<file path="config.mk">
export PLATFORM = sky130hd
export DESIGN_NAME = imem_loader
export DESIGN_NICKNAME = d
export VERILOG_FILES = /design/src/rtl/imem_loader.sv
export SDC_FILE = /design/constraint.sdc
export NUM_CORES = 1
export LEC_CHECK = 0
export ABC_AREA = 1
export ABC_CLOCK_PERIOD_IN_PS = 4600
export BUFFER_PORTS_ARGS = -buffer_cell sky130_fd_sc_hd__buf_2
export CAP_MARGIN = 15
export CORE_MARGIN = 5
export CORE_UTILIZATION = 55
export CTS_CLUSTER_DIAMETER = 60
export DETAILED_ROUTE_END_ITERATION = 7
export MAX_ROUTING_LAYER = met4
export PLACE_DENSITY = 0.78
export SLEW_MARGIN = 10
export SYNTH_ARGS = -nofsm -noshare
export SYNTH_HDL_FRONTEND = slang
export SYNTH_SLANG_ARGS = --single-unit
</file>
<file path="constraint.sdc">
create_clock -name clk -period 4.6 [get_ports clk]
set_input_delay 0.46 -clock clk [delete_from_list [all_inputs] [get_ports clk]]
set_output_delay 0.46 -clock clk [all_outputs]
set_load 0.05 [all_outputs]
</file>
<file path="src/rtl/imem_loader.sv">
// Boot loader: assembles a framed little-endian byte stream into 32-bit instruction-memory writes.
// Define IMEM_LOADER_CHECKSUM_EN to expect a trailing XOR checksum byte after the payload.
module imem_loader #(
    parameter int          ADDR_W   = 5,
    parameter logic [7:0]  HDR_BYTE = 8'hA5
) (
    input  logic              clk,
    input  logic              reset,
    input  logic              rx_valid,
    input  logic [7:0]        rx_data,
    output logic              rx_ready,
    output logic              imem_we,
    output logic [ADDR_W-1:0] imem_addr,
    output logic [31:0]       imem_wdata,
    output logic              core_reset,
    output logic              load_done,
    output logic              load_err
);

    localparam int DEPTH = 1 << ADDR_W;

    typedef enum logic [2:0] {
        IDLE,
        LEN,
        DATA,
`ifdef IMEM_LOADER_CHECKSUM_EN
        CSUM,
`endif
        DONE,
        ERR
    } state_t;

    state_t            r_state;
    state_t            w_nextState;
    logic              r_ready;
    logic              r_we;
    logic [ADDR_W-1:0] r_addr;
    logic [31:0]       r_wdata;
    logic [23:0]       r_word;
    logic [1:0]        r_byteIdx;
    logic [ADDR_W:0]   r_len;
    logic [ADDR_W:0]   r_wordCnt;
    logic              r_coreReset;
    logic              r_loadDone;
    logic              r_loadErr;
`ifdef IMEM_LOADER_CHECKSUM_EN
    logic [7:0]        r_csum;
`endif

    logic w_accept;
    logic w_isHdr;
    logic w_lenBad;
    logic w_wordDone;
    logic w_lastWrite;

    assign w_accept    = rx_valid && r_ready;
    assign w_isHdr     = (rx_data == HDR_BYTE);
    assign w_lenBad    = (rx_data == 8'd0) || (32'(rx_data) > 32'(DEPTH));
    assign w_wordDone  = (r_state == DATA) && w_accept && (r_byteIdx == 2'd3);
    assign w_lastWrite = r_we && (r_wordCnt == r_len);

    always_ff @(posedge clk or posedge reset) begin
        if (reset) begin
            r_state <= IDLE;
        end else begin
            r_state <= w_nextState;
        end
    end

    // The frame only ends after the final word's write strobe has been issued.
    always_comb begin
        w_nextState = r_state;
        case (r_state)
            IDLE: begin
                if (w_accept && w_isHdr) w_nextState = LEN;
            end
            LEN: begin
                if (w_accept) w_nextState = w_lenBad ? ERR : DATA;
            end
            DATA: begin
`ifdef IMEM_LOADER_CHECKSUM_EN
                if (w_lastWrite) w_nextState = CSUM;
`else
                if (w_lastWrite) w_nextState = DONE;
`endif
            end
`ifdef IMEM_LOADER_CHECKSUM_EN
            CSUM: begin
                if (w_accept) w_nextState = (rx_data == r_csum) ? DONE : ERR;
            end
`endif
            DONE, ERR: begin
                if (w_accept && w_isHdr) w_nextState = LEN;
            end
            default: w_nextState = IDLE;
        endcase
    end

    // Status outputs follow the state one cycle later so the core sees a clean, registered reset.
    always_ff @(posedge clk or posedge reset) begin
        if (reset) begin
            r_ready     <= 1'b0;
            r_we        <= 1'b0;
            r_addr      <= '0;
            r_wdata     <= '0;
            r_word      <= '0;
            r_byteIdx   <= '0;
            r_len       <= '0;
            r_wordCnt   <= '0;
            r_coreReset <= 1'b1;
            r_loadDone  <= 1'b0;
            r_loadErr   <= 1'b0;
        end else begin
            r_ready     <= !w_wordDone;
            r_we        <= w_wordDone;
            r_coreReset <= (r_state != DONE);
            r_loadDone  <= (r_state == DONE);
            r_loadErr   <= (r_state == ERR);
            if (r_state == LEN && w_accept) begin
                r_len     <= (ADDR_W+1)'(rx_data);
                r_wordCnt <= '0;
                r_byteIdx <= '0;
            end
            if (r_state == DATA && w_accept) begin
                r_word    <= {rx_data, r_word[23:8]};
                r_byteIdx <= r_byteIdx + 2'd1;
            end
            if (w_wordDone) begin
                r_addr    <= r_wordCnt[ADDR_W-1:0];
                r_wdata   <= {rx_data, r_word};
                r_wordCnt <= r_wordCnt + (ADDR_W+1)'(1);
            end
        end
    end

`ifdef IMEM_LOADER_CHECKSUM_EN
    always_ff @(posedge clk or posedge reset) begin
        if (reset) begin
            r_csum <= '0;
        end else if (r_state == LEN && w_accept) begin
            r_csum <= '0;
        end else if (r_state == DATA && w_accept) begin
            r_csum <= r_csum ^ rx_data;
        end
    end
`endif

    assign rx_ready   = r_ready;
    assign imem_we    = r_we;
    assign imem_addr  = r_addr;
    assign imem_wdata = r_wdata;
    assign core_reset = r_coreReset;
    assign load_done  = r_loadDone;
    assign load_err   = r_loadErr;

endmodule

</file>
After elaboration in Yosys (flattened, before gate mapping):

Cells that the tools add are included.

* add/sub/neg operators: 2
* magnitude comparators: 1
* equality and inequality tests: 11
* mux-type cells: 9
* reduce and logical (&&, ||, !) cells: 14

Operator list (number)
* 3-bit two-way mux: 4
* 6-bit two-way mux: 2
* 3-bit case mux with 3 select lines: 1
* 8-bit == test, second input constant: 1
* 8-bit by 6-bit greater-than comparator with 1-bit output, second input constant: 1
* 8-bit zero test: 1
* 6-bit by 1-bit adder with 6-bit output, second input constant: 1
* 3-bit by 2-bit == test with 1-bit output, second input constant: 2
* 6-bit == test: 1
* 1-bit logical AND: 6
* 2-bit two-way mux: 2
* 2-bit inequality test, second input constant: 2
* 2-bit nonzero test: 2
* 3-bit by 1-bit == test with 1-bit output, second input constant: 1
* 3-bit == test, second input constant: 1
* 3-bit zero test: 1
* 3-bit by 2-bit inequality test with 1-bit output, second input constant: 1
* 3-bit AND reduction: 1
* 3-bit OR reduction: 1
* 2-bit by 1-bit adder with 2-bit output, second input constant: 1
* 2-bit == test, second input constant: 1
* 2-bit by 1-bit inequality test with 1-bit output, second input constant: 1
* 1-bit zero test: 1
* 1-bit logical OR: 1

* register bits: 83
* input bits: 11
* output and inout port bits: 42
* logic and storage cells: 49

Depth between registers and ports, before layout:

Gate-level depths: netlist (run 1).

* word-level depth: 5
* depth in mapped cells: 9
* gate-level depth less buffers: 9

Least setup slack after synthesis (run 1):

No wires, ideal clock.

* path type: reg2reg
* from: register r_ready, in the netlist rx_ready
* to: register r_wdata[0], in the netlist imem_wdata[0]
* setup time: 118 ps
* arrival: 1423 ps
* required time: 4482 ps
* setup slack: 3060 ps
* stages on the path, launching flop included: 8
* path buffers: 2
* clock period less this slack: 1540 ps
* path through: dfrtp_1 -> nand2_1 -> inv_1 -> nand3_4 -> buf_4 -> buf_6 -> nand2_1 -> nand2_1

* cells in the longest elaborated chain, start to end: 3

Ends and longest elaborated chain
* from (decl): line 35 `logic r_ready;`
* from (signal assigned): line 114 `r_ready <= !w_wordDone;`
* 1-bit logical AND: line 56 `assign w_accept = rx_valid && r_ready;`
* 1-bit logical AND (2 in a row): line 59 `assign w_wordDone = (r_state == DATA) && w_accept && (r_byteIdx == 2'd3);`
* to (signal assigned): line 130 `r_wdata <= {rx_data, r_word};`
* to (decl): line 38 `logic [31:0] r_wdata;`

No other way between the ends.
A chain may end at the register's enable or synchronous reset.

Worst setup path in the final report (run 1):

* from: register r_state[2]
* to: register r_wordCnt[2]

* cells in the longest elaborated chain, start to end: 4
* elaborated cells between the ends (all ways): 7
* classes of those cells: eq/ne (2); mux (1); reduce/logical (4)

Ends and longest elaborated chain
* from (decl): line 33 `state_t r_state;`
* from (signal assigned): line 66 `r_state <= w_nextState;`
* 3-bit by 2-bit == test with 1-bit output: line 59
* 1-bit logical AND (2 in a row): line 59
* 6-bit two-way mux / 2-bit nonzero test (equally long branches)
* to (signal assigned): line 131 `r_wordCnt <= r_wordCnt + (ADDR_W+1)'(1);`
* to (decl): line 42 `logic [ADDR_W:0] r_wordCnt;`

Parallel ways exist; a longest one is shown, timed or not.

==> metrics.yaml, run 1 <==
status:
  status: "completed"
final_layout:
  fill_cells: 503
  diodes: 0
  regArea_mm2: 0.002078
  nets: 441
  areaGrowthSynthToFinish_pct: 14.40
  drive_gt1_share_pct: 19.17
  multiInputGateArea_mm2: 0.001061
critical_path:
  cp-startpoint: "r_state[2]"
  required_ns: 4.87
  r2r_slack_ns: 2.55
  path_max_fanout: 70
  arrival_ns: 2.32
  r2r-start: "r_state[2]"
  cp-start-kind: "flip-flop"
  worst_setup_path_end_kind: "flip-flop"
  timing_worst_setup_path_type: "reg -> reg"
  crit_end: "r_wordCnt[2]"
  reg2reg_depth: 7
  r2r-end: "r_wordCnt[2]"
synth:
  synth_seq_area_share_pct: 61.31
  synth.most_common_cell: "nand2_1"
  synth_area_leaders: "dfrtp_1 (61%), nand2_1 (14%), o21ai_0 (8.3%)"
  synth_area_per_cell_um2: 8.991
  synth_top_area_share_pct: 60.54
  ys_ff_latch: 83
  syn-cell-area_mm2: 0.003390
  yosys_warnings: 0
  ys_types: 27
  ys.flop_type: "dfrtp_1"
  synth_edf_count: 0
  synthTopCellsByCount: "nand2_1 (126), dfrtp_1 (82), o21ai_0 (56)"
  synth_nets: 390
  synthArstFlopShare_pct: 100.0
  yosys.area.top_type: "dfrtp_1"
  syn_inst: 377
place:
  port_buffers: 52
  gp_congestion: 0.8248
  dp_hpwl_mm: 4.612
floorplanning:
  die_area_mm2: 0.007833
  row_count: 28
  num_io_pins: 53
  fp.dieW_um: 88.51
  initial_utilization_pct: 56.91
  core_mm2: 0.005956
  die_h_um: 88.51
route:
  drc: 0
  via_per_inst: 5.008
  routed_wl_mm: 6.683
  drtIter0Drc: 181
  wl_per_cell_um: 13.16
  num_vias: 2544
  dr.pass1.iters: 4
  ant_nets: 0
min_path:
  hold_class: "in -> async"
timing:
  final_max_slew_viol_count: 0
  min_period_ns: 2.049
  slew_headroom_pct: 54.06
  fmax_mhz: 488.0
  rsz0062_at_grt: "false"
  setup_viol: 0
  fin_worst_skew_ns: 0.01085
  worst_pin_slew_ns: 0.6891
  timing.final.crit_share_pct: 44.55
  tns_ns: 0
  hold_viol: 0
  whs_ns: 0.1747
clock_tree:
  clk-insertion-delay-late_ns: 0.34
  clk_pin_slew_ns: 0.09
  numCtsBuffers: 9
  cts_tree: "done"
  postCtsSetupBuffers: 0
  htreeDepth: 3
  post_cts_resized: 0
  ctsHoldBuffers: 0
  cts_sinks: 83
  root_buffer: "clkbuf_8"
  cts_buffer_depth: 2
power_and_ir_drop:
  ir_drop_mv: 0.2337
  p_leak_uw: 0.002080
  p_per_area_mw_per_mm2: 456.5
flow_run:
  drv_cap: 0
global_routing:
  grt_pass1_wl_mm: 11.48
  antenna_found_initial: 0
  overflow: 0
  grt_max_degree: 71
  track_usage_pct: 19.55
  grt_pass1_vias: 2488
==> power by group <==
part	leakage [uW]	internal (uW)	switching, uW	total [uW]
combinational	0.000857	111	223	334
clock	0.0000927	251	256	507
sequential	0.00113	849	79.8	929
==> logic make-up (layout without fill, tap and decap cells) <==
| group | after synthesis | after routing | share of synthesized area [%] |
|---|---|---|---|
| AOI/OAI and AO/OA | 72 | 72 | 11.41 |
| xor gates and xnor gates | 2 | 2 | 0.5169 |
| adders and majority gates | 2 | 2 | 0.7382 |
| buffers and inverters | 61 | 117 | 7.382 |
| DFF | 83 | 83 | 61.31 |
| and+or+nand+nor | 157 | 157 | 18.64 |
==> per-stage QoR <==
step	power, uW	util [%]	worst slack [ns]	area, um2	std cells
2_1_floorplan	1185	-	2.005	3390	377
3_5_place_dp	1276	61.89	2.401	3686	492
3_3_place_gp	1257	61.89	2.493	3686	492
5_1_grt	1888	65.11	2.353	3877	508
4_1_cts	1787	65.11	2.533	3877	508
6_report	1770	65.11	2.551	3877	508
==> cell usage in the layout (no fill, tap or decap), types with 4 or more instances in the layout <==
cell,instances
buf_2,52
clkbuf_8,9
dfrtp_1,82
inv_1,42
inv_2,4
nand2_1,126
nand3_1,12
nor2_1,14
o21ai_0,56
o21ai_1,6
==> sequential cells by signal (all words and copies together), names as in the netlist <==
name / cells
imem_addr: 5
r_state: 3
imem_we: 1
r_len: 6
load_err: 1
r_wordCnt: 6
rx_ready: 1
core_reset: 1
r_byteIdx: 2
r_word: 24
load_done: 1
imem_wdata: 32
==> area by class of cell <==
cell class / instances / area share [%]
multi-input cells: 233 / 27.36
inverters: 47 / 4.582
clock inverters: 6 / 1.646
well taps: 75 / 2.420
flip-flops and latches: 83 / 53.60
clock buffers: 10 / 3.291
repair buffers: 54 / 7.099
==> layer usage <==
metal  share of wire (%)  GRT usage (%)
met1                  47          26.04
met2                  46          30.39
met3                 6.3          4.469
met4                0.76          5.357
met5                   0              -
==> worst max-delay path, stage by stage, from the launching register on <==
cell	delay (ns)
dfrtp_1	0.42
inv_2	0.10
nand3_2	0.09
inv_2	0.12
nand3_4	0.53
inv_2	0.43
o21ai_0	0.16
o22ai_1	0.13
==> how the worst min path moves through the flow <==
stage / startpoint / end / slack, ns / depth (start not counted)
finish: reset / imem_addr[3] / 0.17 / 2
global route: reset / imem_addr[2] / 0.22 / 2
CTS: reset / imem_addr[3] / 0.19 / 2
detailed placement: r_word[1] / imem_wdata[1] / 0.46 / 2
global placement: r_word[0] / imem_wdata[0] / 0.45 / 2
floorplan: r_word[0] / imem_wdata[0] / 0.44 / 2
No activity file was read; power rests on OpenSTA's default activity.
==> run 2: changes to the inputs <==
Settings changed: ABC_CLOCK_PERIOD_IN_PS 4600 to 1640, CORE_UTILIZATION 55 to 50, PLACE_DENSITY 0.78 to 0.75.
Clock period 4.6 ns to 1.64 ns, I/O delays scaled along.
==> metrics.yaml, run 2 (synthesis gave the netlist of run 1 again) <==
status:
  status: "completed"  # unchanged
final_layout:
  areaGrowthSynthToFinish_pct: 16.80  # was 14.40%
  nets: 444  # was 441
  mostFrequentLayoutCell: "nand2_1"  # unchanged
  largest_register_ffs: 32  # unchanged
  diodes: 0  # unchanged
  layout_common_cells: "nand2_1 (126), dfrtp_1 (82), o21ai_0 (56)"  # unchanged
  fin_area_mm2: 0.003959  # was 0.003877 mm2
  drive_gt1_share_pct: 19.50  # was 19.17%
timing:
  min_period_ns: 1.434  # was 2.049 ns
  hold_viol: 0  # unchanged
  fin_worst_skew_ns: 0.008543  # was 0.01085 ns
  timing.final.crit_share_pct: 87.43  # was 44.55%
  tns_ns: 0  # unchanged
  fmax_mhz: 697.4  # was 488.0 MHz
  slew_headroom_pct: 76.35  # was 54.06%
  worst_pin_slew_ns: 0.3540  # was 0.6891 ns
  setup_viol: 0  # unchanged
  rsz0062_at_grt: "false"  # unchanged
  final_max_slew_viol_count: 0  # unchanged
route:
  dr.pass1.iters: 4  # unchanged
  drtIter0Drc: 151  # was 181
  ant_nets: 0  # unchanged
  num_vias: 2534  # was 2544
  wl_met1_mm: 3.192  # was 3.132 mm
  met3_length_um: 258  # was 419 um
  dr.max_layer_used: "met4"  # unchanged
  wl_per_cell_um: 13.15  # was 13.16 um
  met2_length_mm: 3.231  # was 3.079 mm
  drc: 0  # unchanged
  via_per_inst: 4.911  # was 5.008
  routed_wl_mm: 6.783  # was 6.683 mm
power_and_ir_drop:
  combinationalPowerShare_pct: 19.0  # was 18.9%
  swShare_pct: 31.19  # was 31.56%
  intPower_uw: 3458  # was 1211 uW
  ir_drop_mv: 0.5494  # was 0.2337 mV
  p_sw_uw: 1568  # was 558.7 uW
  p_leak_uw: 0.002114  # was 0.002080 uW
  p_per_area_mw_per_mm2: 1269  # was 456.5 mW/mm2
  pwr-share-clk_pct: 29.3  # was 28.7%
  power.total_uw: 5026  # was 1770 uW
  seqPwrFrac_pct: 51.7  # was 52.5%
clock_tree:
  numCtsBuffers: 9  # unchanged
  post_cts_resized: 0  # unchanged
  htreeDepth: 3  # unchanged
  cts_buffer_depth: 2  # unchanged
  cts_tree: "done"  # unchanged
  clk_pin_slew_ns: 0.08  # was 0.09 ns
  root_buffer: "clkbuf_8"  # unchanged
  clk-insertion-delay-late_ns: 0.35  # was 0.34 ns
  cts_sinks: 83  # unchanged
floorplanning:
  row_count: 30  # was 28
  fp.dieW_um: 92.34  # was 88.51 um
  num_io_pins: 53  # unchanged
  core_mm2: 0.006681  # was 0.005956 mm2
  die_h_um: 92.34  # was 88.51 um
  initial_utilization_pct: 50.73  # was 56.91%
  die_area_mm2: 0.008526  # was 0.007833 mm2
critical_path:
  cp-startpoint: "r_state[2]"  # unchanged
  timing_worst_setup_path_type: "reg -> reg"  # unchanged
  required_ns: 1.90  # was 4.87 ns
  slowest_delay_ns: 0.42  # was 0.53 ns
  path_max_fanout: 13  # was 70
  critPathSlowestCell: "dfrtp_1"  # was nand3_4
  r2r-start: "r_state[2]"  # unchanged
  cp-start-kind: "flip-flop"  # unchanged
  crit_buf_inv: 3  # unchanged
  cp_cell_sequence: "inv_2 -> nand3_2 -> inv_2 -> nand3_4 -> inv_2 -> o21ai_0 -> o22ai_1"  # unchanged
  worst_setup_path_end_kind: "flip-flop"  # unchanged
  crit_family: "buffers and inverters"  # unchanged
  cpMostUsedCell: "inv_2"  # unchanged
  arrival_ns: 1.70  # was 2.32 ns
global_routing:
  grt_pass1_wl_mm: 11.92  # was 11.48 mm
  antenna_found_initial: 0  # unchanged
  grt_pass1_vias: 2584  # was 2488
  grt_max_degree: 70  # was 71
  track_usage_pct: 18.24  # was 19.55%
  overflow: 0  # unchanged
flow_run:
  drv_cap: 0  # unchanged
place:
  port_buffers: 52  # unchanged
  place_area_mm2: 0.003747  # was 0.003686 mm2
  dp_hpwl_mm: 4.824  # was 4.612 mm
  gp_congestion: 0.8452  # was 0.8248
min_path:
  min_from: "rx_data[6]"
  hold_class: "in -> reg"  # was in -> async
==> run 2: final cells by class <==
| class | count | area, um2 |
|---|---|---|
| repair buffers | 57 | 337.8 |
| fillers | 598 | 2723 |
| multi-input cells | 233 | 1061 |
| flip-flops and latches | 83 | 2078 |
| well taps | 80 | 100.1 |
| clock buffers | 11 | 141.4 |
| clock inverters | 5 | 60.06 |
| inverters | 47 | 180.2 |
==> run 2: what timing repair did <==
item,in CTS,in global routing
endpoints found under the hold margin,14,0
endpoints found under the setup margin,0,0
buffers inserted,0,0
hold buffers,1,0
==> run 2: worst reg2reg max path: cells and delay by family, from the launching register on <==
| kind | cells | cell delay, ns |
|---|---|---|
| buf+inv | 3 | 0.43 |
| compound gates | 2 | 0.29 |
| simple gates | 2 | 0.22 |
| flops | 1 | 0.42 |
==> run 2: path summary, 6_finish.rpt <==
check / endpoint / slack, ns / cells past startpoint
setup reg to reg: r_wordCnt[2] / 0.21 / 7
hold reg to reg: imem_wdata[2] / 0.48 / 2
setup / recovery: r_wordCnt[2] / 0.21 / 7
max in group asynchronous: core_reset / 0.63 / 4
hold / removal: r_word[22] / 0.15 / 3
min in group asynchronous: imem_wdata[4] / 0.33 / 3
==> run 2: routing by layer <==
| layer | GRT usage [%] | up-vias |
|---|---|---|
| met5 | - | - |
| met4 | 7.054 | 0 |
| met3 | 3.168 | 9 |
| met2 | 29.00 | 62 |
| met1 | 23.51 | 1171 |
| li1 | - | 1292 |
==> run 2: per-stage QoR <==
| step | std cells | worst slack [ns] | hold slack (ns) | utilization (%) |
|---|---|---|---|---|
| finish | 516 | 0.2062 | 0.1461 | 59.25 |
| detailed placement | 499 | 0.2211 | 0.1638 | 56.09 |
| floorplan | 377 | 0.09970 | 0.3449 | - |
| global placement | 499 | 0.3249 | 0.1609 | 56.09 |
| global route | 516 | 0.06546 | 0.1542 | 59.25 |
| CTS | 516 | 0.2207 | 0.1449 | 59.25 |
==> run 2: power by group through the flow <==
stage	Clock [uW]	Combinational (uW)	Sequential (uW)
after global routing	1600	1130	2640
after detailed placement	0	961	2630
after floorplan	0	709	2620
after CTS	1500	967	2600
after global placement	0	921	2620
final	1470	953	2600
==> run 3: changes to the inputs <==
Settings changed: REMOVE_ABC_BUFFERS set to 1.
==> metrics.yaml, run 3 (synthesis gave the netlist of run 1 again) <==
status:
  status: "completed"  # unchanged
floorplanning:
  initial_utilization_pct: 50.73  # unchanged
  die_h_um: 92.34  # unchanged
  fp.dieW_um: 92.34  # unchanged
  row_count: 30  # unchanged
  num_io_pins: 53  # unchanged
  die_area_mm2: 0.008526  # unchanged
  core_mm2: 0.006681  # unchanged
place:
  place_area_mm2: 0.003740  # was 0.003747 mm2
  pre_cts_ws_ns: 0.1643  # was 0.2211 ns
  port_buffers: 52  # unchanged
  gp_congestion: 0.8459  # was 0.8452
  dp_hpwl_mm: 4.688  # was 4.824 mm
final_layout:
  diodes: 0  # unchanged
  layout_common_cells: "nand2_1 (126), dfrtp_1 (82), o21ai_0 (56)"  # unchanged
  fin_area_mm2: 0.003955  # was 0.003959 mm2
  fill_cells: 605  # was 598
  nets: 445  # was 444
  drive_gt1_share_pct: 19.68  # was 19.50%
  mostFrequentLayoutCell: "nand2_1"  # unchanged
  fin_util_pct: 59.19  # was 59.25%
  largest_register_ffs: 32  # unchanged
  areaGrowthSynthToFinish_pct: 16.69  # was 16.80%
clock_tree:
  numCtsBuffers: 9  # unchanged
  postCtsSetupBuffers: 0  # unchanged
  cts_tree: "done"  # unchanged
  cts_buffer_depth: 2  # unchanged
  htreeDepth: 3  # unchanged
  clk_pin_slew_ns: 0.08  # about the same
  root_buffer: "clkbuf_8"  # unchanged
  clk-insertion-delay-late_ns: 0.34  # was 0.35 ns
  cts_sinks: 83  # unchanged
timing:
  setup_viol: 0  # unchanged
  worst_pin_slew_ns: 0.5868  # was 0.3540 ns
  fin_worst_skew_ns: 0.006537  # was 0.008543 ns
  final_max_slew_viol_count: 0  # unchanged
  timing.final.crit_share_pct: 91.21  # was 87.43%
  slew_headroom_pct: 60.84  # was 76.35%
  whs_ns: 0.1258  # was 0.1461 ns
  min_period_ns: 1.496  # was 1.434 ns
  fin_ws_ns: 0.1442  # was 0.2062 ns
  rsz0062_at_grt: "false"  # unchanged
  hold_viol: 0  # unchanged
  fmax_mhz: 668.5  # was 697.4 MHz
route:
  drc: 0  # unchanged
  drtIter0Drc: 188  # was 151
  num_vias: 2508  # was 2534
  ant_nets: 0  # unchanged
  routed_wl_mm: 6.750  # was 6.783 mm
  wl_per_cell_um: 13.06  # was 13.15 um
  dr.pass1.iters: 4  # unchanged
  via_per_inst: 4.851  # was 4.911
critical_path:
  timing_worst_setup_path_type: "reg -> reg"  # unchanged
  path_max_fanout: 31  # was 13
  crit_family: "buffers and inverters"  # unchanged
  slowest_delay_ns: 0.42  # about the same
  arrival_ns: 1.71  # was 1.70 ns
  cp-start-kind: "flip-flop"  # unchanged
  cpMostUsedCell: "inv_2"  # unchanged
  critPathSlowestCell: "dfrtp_1"  # unchanged
  cp_cell_sequence: "inv_2 -> nand3_2 -> inv_2 -> nand3_4 -> buf_4 -> nand2_1 -> o21ai_0"  # was inv_2 -> nand3_2 -> inv_2 -> nand3_4 -> inv_2 -> o21ai_0 -> o22ai_1
  required_ns: 1.85  # was 1.90 ns
  worst_setup_path_end_kind: "flip-flop"  # unchanged
  crit_buf_inv: 3  # unchanged
power_and_ir_drop:
  ir_drop_mv: 0.6054  # was 0.5494 mV
  p_per_area_mw_per_mm2: 1267  # was 1269 mW/mm2
  p_leak_uw: 0.002119  # was 0.002114 uW
  power.total_uw: 5011  # was 5026 uW
flow_run:
  drv_cap: 0  # unchanged
min_path:
  hold_class: "in -> reg"  # unchanged
global_routing:
  overflow: 0  # unchanged
  track_usage_pct: 18.08  # was 18.24%
  grt_pass1_wl_mm: 11.90  # was 11.92 mm
  grt_pass1_vias: 2541  # was 2584
  grt_max_degree: 52  # was 70
  antenna_found_initial: 0  # unchanged
-- run 3: metal layers --
layer,up-vias,GRT usage [%],part of all wire [%],routed length [um]
li1,1287,-,-,-
met1,1166,24.22,48,3229
met2,49,26.83,47,3157
met3,6,4.224,4.2,284
met4,0,7.178,1.2,78
met5,-,-,0,0
-- run 3: where the power goes --
group / leakage [uW] / total, uW / internal (uW) / switching (uW)
clock: 0.000106 / 1480 / 785 / 698
sequential: 0.00113 / 2590 / 2380 / 205
combinational: 0.000883 / 941 / 322 / 619
total: 0.00212 / 5010 / 3490 / 1520
-- run 3: path summary, 6_finish.rpt --
kind	from	endpoint	slack, ns	depth (start not counted)
min in group asynchronous	reset	imem_wdata[25]	0.41	3
max in group asynchronous	reset	imem_wdata[5]	0.68	4
worst min register to register	imem_wdata[5]	imem_wdata[5]	0.48	2
worst min-delay path	rx_data[7]	r_word[23]	0.13	3
worst max-delay path	r_state[2]	imem_wdata[28]	0.14	7
worst max register to register	r_state[2]	imem_wdata[28]	0.14	7
-- run 3: area by class of cell --
class / count / area [um2] / area share, %
inverters: 47 / 178.9 / 4.524
flip-flops and latches: 83 / 2078 / 52.55
clock inverters: 4 / 48.80 / 1.234
repair buffers: 58 / 332.8 / 8.415
multi-input cells: 233 / 1061 / 26.83
clock buffers: 12 / 155.1 / 3.923
well taps: 80 / 100.1 / 2.531
-- run 3: repair_timing --
action | in CTS | in global routing
hold buffers | 1 | 0
hold endpoints to repair | 27 | 0
gates resized for setup | 0 | 1
endpoints found under the setup margin | 0 | 1
-- run 3: stage by stage --
step | instances | setup TNS, ns
after floorplan | 363 | -64.88
after global placement | 500 | 0
after detailed placement | 500 | 0
after CTS | 517 | 0
after global routing | 517 | 0
final | 517 | 0
-- run 3: worst min-delay path: stages --
cell     delay [ns]
buf_2          0.10
inv_1          0.07
o21ai_0        0.09
